[src/rtl/imem_loader_pkg.sv]
// Shared types and constants for the instruction-memory boot loader.
// IMEM_LOADER_CSUM_EN adds the trailing-checksum state to the loader FSM.
package imem_loader_pkg;

  localparam logic [7:0] SYNC_BYTE = 8'hA5;
  localparam int         LEN_W     = 16;

  typedef enum logic [2:0] {
    ST_IDLE,
    ST_LEN_LO,
    ST_LEN_HI,
    ST_DATA,
`ifdef IMEM_LOADER_CSUM_EN
    ST_CSUM,
`endif
    ST_DONE
  } state_e;

  typedef enum logic [1:0] {
    RX_IDLE,
    RX_START,
    RX_DATA,
    RX_STOP
  } rx_state_e;

endpackage

[src/rtl/imem_boot_loader_uart_rx.sv]
// 8N1 UART receiver: 2-flop synchronizer, mid-bit sampling, one-cycle
// rx_valid / rx_ferr strobes at the stop-bit sample.
module uart_rx
  import imem_loader_pkg::*;
#(
  parameter int CLKS_PER_BIT = 868
) (
  input  logic       clk,
  input  logic       rst_n,
  input  logic       rx,
  output logic [7:0] rx_data,
  output logic       rx_valid,
  output logic       rx_ferr
);

  localparam int            CW   = $clog2(CLKS_PER_BIT);
  localparam logic [CW-1:0] HALF = CW'(CLKS_PER_BIT / 2 - 1);
  localparam logic [CW-1:0] FULL = CW'(CLKS_PER_BIT - 1);

  logic          sync1_q, sync2_q, prev_q;
  rx_state_e     state_q, state_d;
  logic [CW-1:0] cnt_q, cnt_d;
  logic [2:0]    bit_q, bit_d;
  logic [7:0]    shift_q, shift_d;
  logic          valid_q, valid_d;
  logic          ferr_q, ferr_d;

  always_comb begin
    state_d = state_q;
    cnt_d   = cnt_q + CW'(1);
    bit_d   = bit_q;
    shift_d = shift_q;
    valid_d = 1'b0;
    ferr_d  = 1'b0;
    case (state_q)
      RX_IDLE: begin
        cnt_d = '0;
        // Only a true high-to-low transition starts a byte, so a line held
        // low after a framing error does not retrigger.
        if (prev_q && !sync2_q) state_d = RX_START;
      end
      RX_START: begin
        if (cnt_q == HALF) begin
          cnt_d   = '0;
          bit_d   = 3'd0;
          state_d = sync2_q ? RX_IDLE : RX_DATA;
        end
      end
      RX_DATA: begin
        if (cnt_q == FULL) begin
          cnt_d   = '0;
          shift_d = {sync2_q, shift_q[7:1]};
          bit_d   = bit_q + 3'd1;
          if (bit_q == 3'd7) state_d = RX_STOP;
        end
      end
      RX_STOP: begin
        if (cnt_q == FULL) begin
          valid_d = sync2_q;
          ferr_d  = !sync2_q;
          state_d = RX_IDLE;
        end
      end
      default: state_d = RX_IDLE;
    endcase
  end

  always_ff @(posedge clk or negedge rst_n) begin
    if (!rst_n) begin
      sync1_q <= 1'b1;
      sync2_q <= 1'b1;
      prev_q  <= 1'b1;
      state_q <= RX_IDLE;
      cnt_q   <= '0;
      bit_q   <= 3'd0;
      valid_q <= 1'b0;
      ferr_q  <= 1'b0;
    end else begin
      sync1_q <= rx;
      sync2_q <= sync1_q;
      prev_q  <= sync2_q;
      state_q <= state_d;
      cnt_q   <= cnt_d;
      bit_q   <= bit_d;
      valid_q <= valid_d;
      ferr_q  <= ferr_d;
    end
  end

  always_ff @(posedge clk) begin
    shift_q <= shift_d;
  end

  assign rx_data  = shift_q;
  assign rx_valid = valid_q;
  assign rx_ferr  = ferr_q;

endmodule

[src/rtl/imem_boot_loader.sv]
// UART boot loader: writes a framed program image into instruction memory and
// holds the core in reset until done. IMEM_LOADER_CSUM_EN enables the checksum.
module imem_boot_loader
  import imem_loader_pkg::*;
#(
  parameter int CLKS_PER_BIT = 868,
  parameter int ADDR_W       = 8
) (
  input  logic        clk,
  input  logic        rst_n,
  input  logic        uart_rx,
  output logic        imem_we,
  output logic [31:0] imem_addr,
  output logic [31:0] imem_wdata,
  output logic        cpu_rst_n,
  output logic        busy,
  output logic        load_err,
  output logic [15:0] words_loaded
);

  localparam logic [31:0] MAX_WORDS = 32'(1) << ADDR_W;
`ifdef IMEM_LOADER_CSUM_EN
  localparam state_e AFTER_DATA = ST_CSUM;
`else
  localparam state_e AFTER_DATA = ST_DONE;
`endif

  logic [7:0]       rx_data;
  logic             rx_valid, rx_ferr;
  state_e           state_q, state_d;
  logic [LEN_W-1:0] len_q, len_d, len_rx;
  logic [LEN_W-1:0] words_q, words_d;
  logic [23:0]      asm_q, asm_d;
  logic [1:0]       bcnt_q, bcnt_d;
  logic             we_q, we_d;
  logic [31:0]      addr_q, addr_d, wdata_q, wdata_d;
  logic             run_q, run_d, err_q, err_d;
`ifdef IMEM_LOADER_CSUM_EN
  logic [7:0]       csum_q, csum_d;
`endif

  uart_rx #(.CLKS_PER_BIT(CLKS_PER_BIT)) u_rx (
    .clk      (clk),
    .rst_n    (rst_n),
    .rx       (uart_rx),
    .rx_data  (rx_data),
    .rx_valid (rx_valid),
    .rx_ferr  (rx_ferr)
  );

  assign len_rx = {rx_data, len_q[7:0]};

  always_comb begin
    state_d = state_q;
    len_d   = len_q;
    words_d = words_q;
    asm_d   = asm_q;
    bcnt_d  = bcnt_q;
    we_d    = 1'b0;
    addr_d  = addr_q;
    wdata_d = wdata_q;
    run_d   = run_q;
    err_d   = err_q;
`ifdef IMEM_LOADER_CSUM_EN
    csum_d  = csum_q;
`endif
    case (state_q)
      ST_IDLE: begin
        if (rx_valid && rx_data == SYNC_BYTE) begin
          state_d = ST_LEN_LO;
          err_d   = 1'b0;
          words_d = '0;
        end
      end
      ST_LEN_LO: begin
        if (rx_valid) begin
          len_d   = {8'h00, rx_data};
          state_d = ST_LEN_HI;
        end
      end
      ST_LEN_HI: begin
        if (rx_valid) begin
          len_d  = len_rx;
          bcnt_d = 2'd0;
`ifdef IMEM_LOADER_CSUM_EN
          csum_d = 8'h00;
`endif
          if (32'(len_rx) > MAX_WORDS) begin
            err_d   = 1'b1;
            state_d = ST_IDLE;
          end else if (len_rx == '0) begin
            state_d = AFTER_DATA;
          end else begin
            state_d = ST_DATA;
          end
        end
      end
      ST_DATA: begin
        if (rx_valid) begin
          asm_d  = {rx_data, asm_q[23:8]};
          bcnt_d = bcnt_q + 2'd1;
`ifdef IMEM_LOADER_CSUM_EN
          csum_d = csum_q ^ rx_data;
`endif
          if (bcnt_q == 2'd3) begin
            we_d    = 1'b1;
            addr_d  = {14'd0, words_q, 2'b00};
            wdata_d = {rx_data, asm_q};
            words_d = words_q + 16'd1;
            if (words_q + 16'd1 == len_q) state_d = AFTER_DATA;
          end
        end
      end
`ifdef IMEM_LOADER_CSUM_EN
      ST_CSUM: begin
        if (rx_valid) begin
          if (rx_data == csum_q) begin
            state_d = ST_DONE;
            run_d   = 1'b1;
          end else begin
            err_d   = 1'b1;
            state_d = ST_IDLE;
          end
        end
      end
`endif
      ST_DONE: begin
        run_d = 1'b1;
        // Reload drops the core back into reset on the same edge as LEN_LO.
        if (rx_valid && rx_data == SYNC_BYTE) begin
          state_d = ST_LEN_LO;
          run_d   = 1'b0;
          err_d   = 1'b0;
          words_d = '0;
        end
      end
      default: state_d = ST_IDLE;
    endcase
    if (rx_ferr && state_q != ST_IDLE && state_q != ST_DONE) begin
      err_d   = 1'b1;
      state_d = ST_IDLE;
    end
  end

  always_ff @(posedge clk or negedge rst_n) begin
    if (!rst_n) begin
      state_q <= ST_IDLE;
      words_q <= '0;
      bcnt_q  <= 2'd0;
      we_q    <= 1'b0;
      addr_q  <= '0;
      wdata_q <= '0;
      run_q   <= 1'b0;
      err_q   <= 1'b0;
    end else begin
      state_q <= state_d;
      words_q <= words_d;
      bcnt_q  <= bcnt_d;
      we_q    <= we_d;
      addr_q  <= addr_d;
      wdata_q <= wdata_d;
      run_q   <= run_d;
      err_q   <= err_d;
    end
  end

  always_ff @(posedge clk) begin
    len_q  <= len_d;
    asm_q  <= asm_d;
`ifdef IMEM_LOADER_CSUM_EN
    csum_q <= csum_d;
`endif
  end

  assign imem_we      = we_q;
  assign imem_addr    = addr_q;
  assign imem_wdata   = wdata_q;
  assign cpu_rst_n    = run_q;
  assign busy         = (state_q != ST_IDLE) && (state_q != ST_DONE);
  assign load_err     = err_q;
  assign words_loaded = words_q;

endmodule

[config.mk]
export PLATFORM = sky130hd
export DESIGN_NAME = imem_boot_loader
export DESIGN_NICKNAME = d
export VERILOG_FILES = /design/src/rtl/imem_loader_pkg.sv /design/src/rtl/imem_boot_loader_uart_rx.sv /design/src/rtl/imem_boot_loader.sv
export SDC_FILE = /design/constraint.sdc
export NUM_CORES = 1
export LEC_CHECK = 0
export BUFFER_PORTS_ARGS = -buffer_cell sky130_fd_sc_hd__clkbuf_2
export CAP_MARGIN = 20
export CELL_PAD_IN_SITES_DETAIL_PLACEMENT = 1
export CELL_PAD_IN_SITES_GLOBAL_PLACEMENT = 1
export CORE_MARGIN = 1.5
export CORE_UTILIZATION = 40
export DETAILED_ROUTE_END_ITERATION = 16
export PLACE_DENSITY_LB_ADDON = 0.1
export REMOVE_ABC_BUFFERS = 1
export SLEW_MARGIN = 20
export SYNTH_ARGS = -nofsm -noshare
export SYNTH_HDL_FRONTEND = slang
export SYNTH_SLANG_ARGS = --single-unit
[constraint.sdc]
create_clock -name clk -period 3.8 [get_ports clk]
set_input_delay 0 -clock clk [delete_from_list [all_inputs] [get_ports clk]]
set_output_delay 0 -clock clk [all_outputs]
set_load 0.05 [all_outputs]
# Yosys cells after proc, flatten, opt, wreduce, memory -nomap -nowiden
# Index checks and enable logic that the tools add are counted.
# word_totals
regBits,140
latch_bits,0
mem_bits_rw,0
romBits,0
in_bits,3
output_inout_bits,84
elab_cells,130
mem_count,0
# op_classes
add_sub_neg,4
n_mul,0
div,0
order_cmp,1
n_eq_ne,31
shifts,0
muxes,46
bitwise_logic,1
reduce_logical,27
# op_table
op,count
16-bit 2-to-1 mux,5
16-bit case mux with 2 select lines,2
3-bit 2-to-1 mux,11
10-bit case mux with 3 select lines,1
10-bit 2-to-1 mux,2
2-bit by 1-bit != test with 1-bit output (second input constant),9
16-bit by 1-bit adder with 16-bit output (second input constant),1
16-bit == test,1
16-bit by 9-bit greater-than comparator with 1-bit output (second input constant),1
16-bit zero test,1
2-bit 2-to-1 mux,8
3-bit AND reduction,5
1-bit 2-to-1 mux,12
3-bit != test (second input constant),4
3-bit case mux with 4 select lines,1
10-bit by 1-bit adder with 10-bit output (second input constant),1
10-bit == test (second input constant),1
10-bit by 9-bit == test with 1-bit output (second input constant),1
3-bit by 2-bit != test with 1-bit output (second input constant),3
8-bit == test (second input constant),1
2-bit case mux with 4 select lines,1
4-bit AND reduction,2
2-bit nonzero test,4
2-bit == test (second input constant),3
21 further kinds,29

# Depth between registers and ports, before layout
# depth
word_depth,7
mapped_depth,9
depth_no_buf,8

# Modules after synthesis
# Synthesis repeated with hierarchy kept, for this count alone.
# hier_totals
hier_cells,616
hier_area_um2,6341.1
# by_module_without_submodules
module,n_inst,cells_per_inst,area_per_inst_um2,seq_area_each_um2
imem_boot_loader,1,517,5117.4,3002.9
uart_rx,1,99,1223.7,744.5

# Least setup slack after synthesis
# OpenSTA, ideal clock, no wires.
# synth_path
path_kind,reg-to-reg
start,"reg u_rx.valid_q, in the netlist u_rx.rx_valid"
end,"reg words_q[4], in the netlist words_loaded[4]"
setup_ps,95
arrival_ps,2573
t_required_ps,3705
slack_ps,1131
path_stages_with_launch,8
n_path_buf,3
period_less_slack_ps,2669
cell_sequence,dfrtp_1 > clkbuf_2 > nand2_1 > nor3b_2 > nand2_1 > clkbuf_1 > clkbuf_1 > o31ai_1
# synth_via
elab_chain_len,3
word_cells_on_any_way,4
cone_classes,eq/ne (2); reduce/logical (2)
# synth_rtl
element,line_no,text
from (decl),imem_boot_loader_uart_rx.sv:25,"logic valid_q, valid_d;"
from (signal assigned),imem_boot_loader_uart_rx.sv:85,valid_q <= valid_d;
1-bit logical AND,"imem_boot_loader.sv:69, imem_boot_loader.sv:130",
2-bit by 1-bit != test with 1-bit output (no line),n/a,
4-bit AND reduction (no line) (*),n/a,
to (signal assigned),imem_boot_loader.sv:157,words_q <= words_d;
to (decl),imem_boot_loader.sv:32,"logic [LEN_W-1:0] words_q, words_d;"
# Mark *: on every way between the ends. The rest lies on a longest branch, timed or not.
# A chain may end at the register's enable or synchronous reset.

# Worst setup path in the final report
# layout_path
start,"reg words_q[2], in the netlist words_loaded[2]"
end,reg state_q[2]
# layout_via
elab_chain_len,4
# layout_rtl
element,line_no,text
16-bit by 1-bit adder with 16-bit output,imem_boot_loader.sv:110,if (words_q + 16'd1 == len_q) state_d = AFTER_DATA;
16-bit == test,imem_boot_loader.sv:110,
3-bit != test (no line),n/a,
6-bit AND reduction (no line),n/a,
to (signal assigned),imem_boot_loader.sv:156,state_q <= state_d;
to (decl),imem_boot_loader.sv:30,"state_e state_q, state_d;"
# No other way between the ends.

==> reports/metrics.cfg <==
[sta]
worstMarginPinSlew_ns = 0.903
period_share_pct = 71.2
fin_worst_skew_ns = 0.00778
drv_slew = 0
hold_viol_final = 0
setup_violations = 0
fmax_mhz = 370
timing.hold.ws_ns = 0.182
period_minus_slack_ns = 2.70
rsz0062_at_grt = false
max_slew_margin_pct = 39.6

[placed_design]
dp_hpwl_mm = 9.91
place_congestion = 0.821
port_buffers = 70

[cells_and_area]
n_antenna_cell = 0
fin_util_pct = 48.4
fillers = 1704
drive_gt1_share_pct = 17.5
area_delta_synth_final_pct = 17.6
nets = 685
seq_area_mm2 = 0.00375
multi_input_area_mm2 = 0.00233

[power]
p_leak_nw = 3.50
total_power_w = 0.00350
powerDensity_mw_per_mm2 = 473
peakVddDrop_uv = 311

[routing]
vias = 4529
dr.pass1.iters = 4
routed_wl_mm = 14.7
wl_per_cell_um = 16.4
antenna_left = 0
drcViolationCount = 0
viasPerCell = 5.05
drt-initial-drc-count = 209

[setup_path]
rrSetupSlack_ns = 1.10
cp-start-kind = flop
crit_required_ns = 4.16
criticalPathCategory = reg2reg
timing.rr.end = state_q[2]$_DFFE_PN0P_
worst-path-max-fanout = 12
endpoint = state_q[2]$_DFFE_PN0P_
worst-r2r-cell-count = 6
crit_path_start = words_loaded[2]$_DFFE_PN0P_
arrival_ns = 3.07
endpoint_kind = flop
timing.rr.start = words_loaded[2]$_DFFE_PN0P_

[min_path]
hold_path_class = in2async

[clock_tree]
postCtsHoldBufs = 2
cts_root_buffer = clkbuf_16
cts_sinks = 140
clk_path_buf_depth = 2
cts_resized = 0
htreeDepth = 4
cts_buffers = 17
clk_latency_ns = 0.43
cts_tree = yes
clkTransAtPathRegs_ns = 0.06
cts_setup_buffers = 0

[global_routing]
grt_max_degree = 66
overflow = 0
grt_pass1_wl_mm = 24.5
gr-usage-all-layers_pct = 19.2
antenna_found_initial = 0
grt_pass1_vias = 4746

[floorplan]
dieArea_mm2 = 0.0165
fp-row-count = 45
io_pins = 87
core_area_mm2 = 0.0153
dieWidth_um = 129
die_h_um = 129
start_util_pct = 41.2

[yosys]
yosysUniqueCellTypes = 58
ys.flop_type = dfrtp_1
ys_async_sr_fraction_pct = 65.7
synth-edff-count = 48
synth_seq_cells = 140
yosysWarnings = 0
synth_area_mm2 = 0.00630
netlist_instances = 603
yosysSeqAreaShare_pct = 59.4
syn_area_per_cell_um2 = 10.5

[run_status]
run_status = completed

[job]
cap_viol_max_count = 0

[cells in the final DEF, fill, tap and decap left out, types with 3 or more instances in the layout]
| cell | n |
|---|---|
| conb_1 | 16 |
| and4_1 | 3 |
| inv_1 | 12 |
| o31ai_1 | 8 |
| dfstp_2 | 3 |
| clkbuf_1 | 4 |
| a22o_1 | 3 |
| dfrtp_1 | 89 |
| buf_4 | 7 |
| ha_1 | 10 |
| and3_1 | 5 |
| a21o_1 | 3 |
| nand4_1 | 6 |
| nand2b_1 | 4 |
| clkbuf_2 | 69 |
| mux2i_1 | 6 |
| nor4_1 | 5 |
| xor2_1 | 16 |
| and2_1 | 9 |
| xnor2_1 | 11 |
| nand3_1 | 13 |
| edfxtp_1 | 48 |
| clkbuf_16 | 18 |
| o21ai_0 | 27 |
| a21oi_1 | 6 |
| nor3_1 | 12 |
| nor2b_1 | 10 |
| a31oi_1 | 3 |
| nor2_1 | 35 |
| nand2_1 | 174 |
| nand4_2 | 3 |
[critical path: stages, from the launching register on]
cell and delay [ns]:
dfrtp_1 0.55, nand3_1 0.43, or4b_1 0.62, a31oi_2 0.18
o221ai_2 0.14, nor4_1 0.50, a31o_1 0.21
[power by group]
| group | switching, W | leakage, nW | total [W] | internal (W) |
|---|---|---|---|---|
| Sequential | 0.0000273 | 1.68 | 0.00161 | 0.00158 |
| Combinational | 0.000149 | 1.54 | 0.000207 | 0.0000581 |
| Clock | 0.000646 | 0.284 | 0.00169 | 0.00104 |
| Total | 0.000822 | 3.50 | 0.00350 | 0.00268 |
[state kept, by name (all words and copies together) (netlist names), 2 cells and up, named ones only]
register and flops:
asm_q 24, bcnt_q 2, imem_addr 16, imem_wdata 32
len_q 16, state_q 3, u_rx.bit_q 3, u_rx.cnt_q 10
u_rx.rx_data 8, words_loaded 16
[metal layers]
layer / vias to the layer above / global-route usage, % / part of all wire (%)
li1: 2154 / - / -
met1: 2268 / 24.5 / 46
met2: 83 / 32.2 / 49
met3: 24 / 4.41 / 3.4
met4: 0 / 7.27 / 1.8
met5: - / 0 / 0
[cell type report]
| cell class | count | area share [%] |
|---|---|---|
| Sequential cell | 140 | 50.6 |
| Inverter | 13 | 0.658 |
| Timing Repair Buffer | 78 | 5.64 |
| Multi-Input combinational cell | 422 | 31.5 |
| Clock buffer | 24 | 6.65 |
| Tap cell | 211 | 3.56 |
| Clock inverter | 8 | 1.42 |
[how the worst min path moves through the flow]
stage / startpoint / endpoint / slack [ns] / cells past startpoint
floorplan: rst_n / asynchronous set/reset pin / -0.30 / 0
global placement: rst_n / imem_addr[16]$_DFFE_PN0P_ / 0.09 / 1
detailed placement: uart_rx / u_rx.sync1_q$_DFF_PN1_ / 0.09 / 1
CTS: uart_rx / u_rx.sync1_q$_DFF_PN1_ / 0.18 / 2
global route: uart_rx / u_rx.sync1_q$_DFF_PN1_ / 0.19 / 2
finish: rst_n / imem_addr[16]$_DFFE_PN0P_ / 0.18 / 2
[stage by stage]
| step | setup slack, ns | std cells | cell area, um2 | TNS [ns] |
|---|---|---|---|---|
| after detailed placement | 1.06 | 862 | 6790 | 0 |
| after global routing | 0.813 | 896 | 7410 | 0 |
| after global placement | 1.14 | 862 | 6790 | 0 |
| after CTS | 1.04 | 896 | 7410 | 0 |
| final | 1.10 | 896 | 7410 | 0 |
| after floorplan | -1.20 | 575 | 6120 | -47.91 |
[synth_stat cells (3+ instances only)]
master,count,area (um2)
nand2_1,175,657
dfrtp_1,89,2230
edfxtp_1,48,1440
nor2_1,35,131
o21ai_0,27,135
buf_4,16,120
xor2_1,16,140
clkbuf_1,14,52.6
inv_1,13,48.8
nand3_1,13,65.1
buf_2,12,60.1
nor3_1,12,60.1
xnor2_1,11,96.3
ha_1,10,125
nor2b_1,10,62.6
and2_1,9,56.3
o31ai_1,8,60.1
a21oi_1,6,30.0
mux2i_1,6,60.1
nand4_1,6,37.5
and3_1,5,31.3
nor4_1,5,31.3
nand2b_1,4,25.0
a21o_1,3,22.5
a22o_1,3,26.3
a31oi_1,3,18.8
and4_1,3,26.3
dfstp_2,3,78.8
nand4_2,3,37.5
[cells by family (layout without fill, tap and decap cells)]
family / count (synthesis) / in the layout / share of synthesized area [%]
AOI/OAI and AO/OA: 65 / 65 / 6.95
and+or+nand+nor: 297 / 297 / 22.1
buffers and inverters: 56 / 123 / 4.55
other: 1 / 16 / 0.0595
muxes: 7 / 7 / 1.13
xor gates and xnor gates: 27 / 27 / 3.75
adders and majority gates: 10 / 10 / 1.98
DFF: 140 / 140 / 59.4
(Power assumes the default switching activity.)
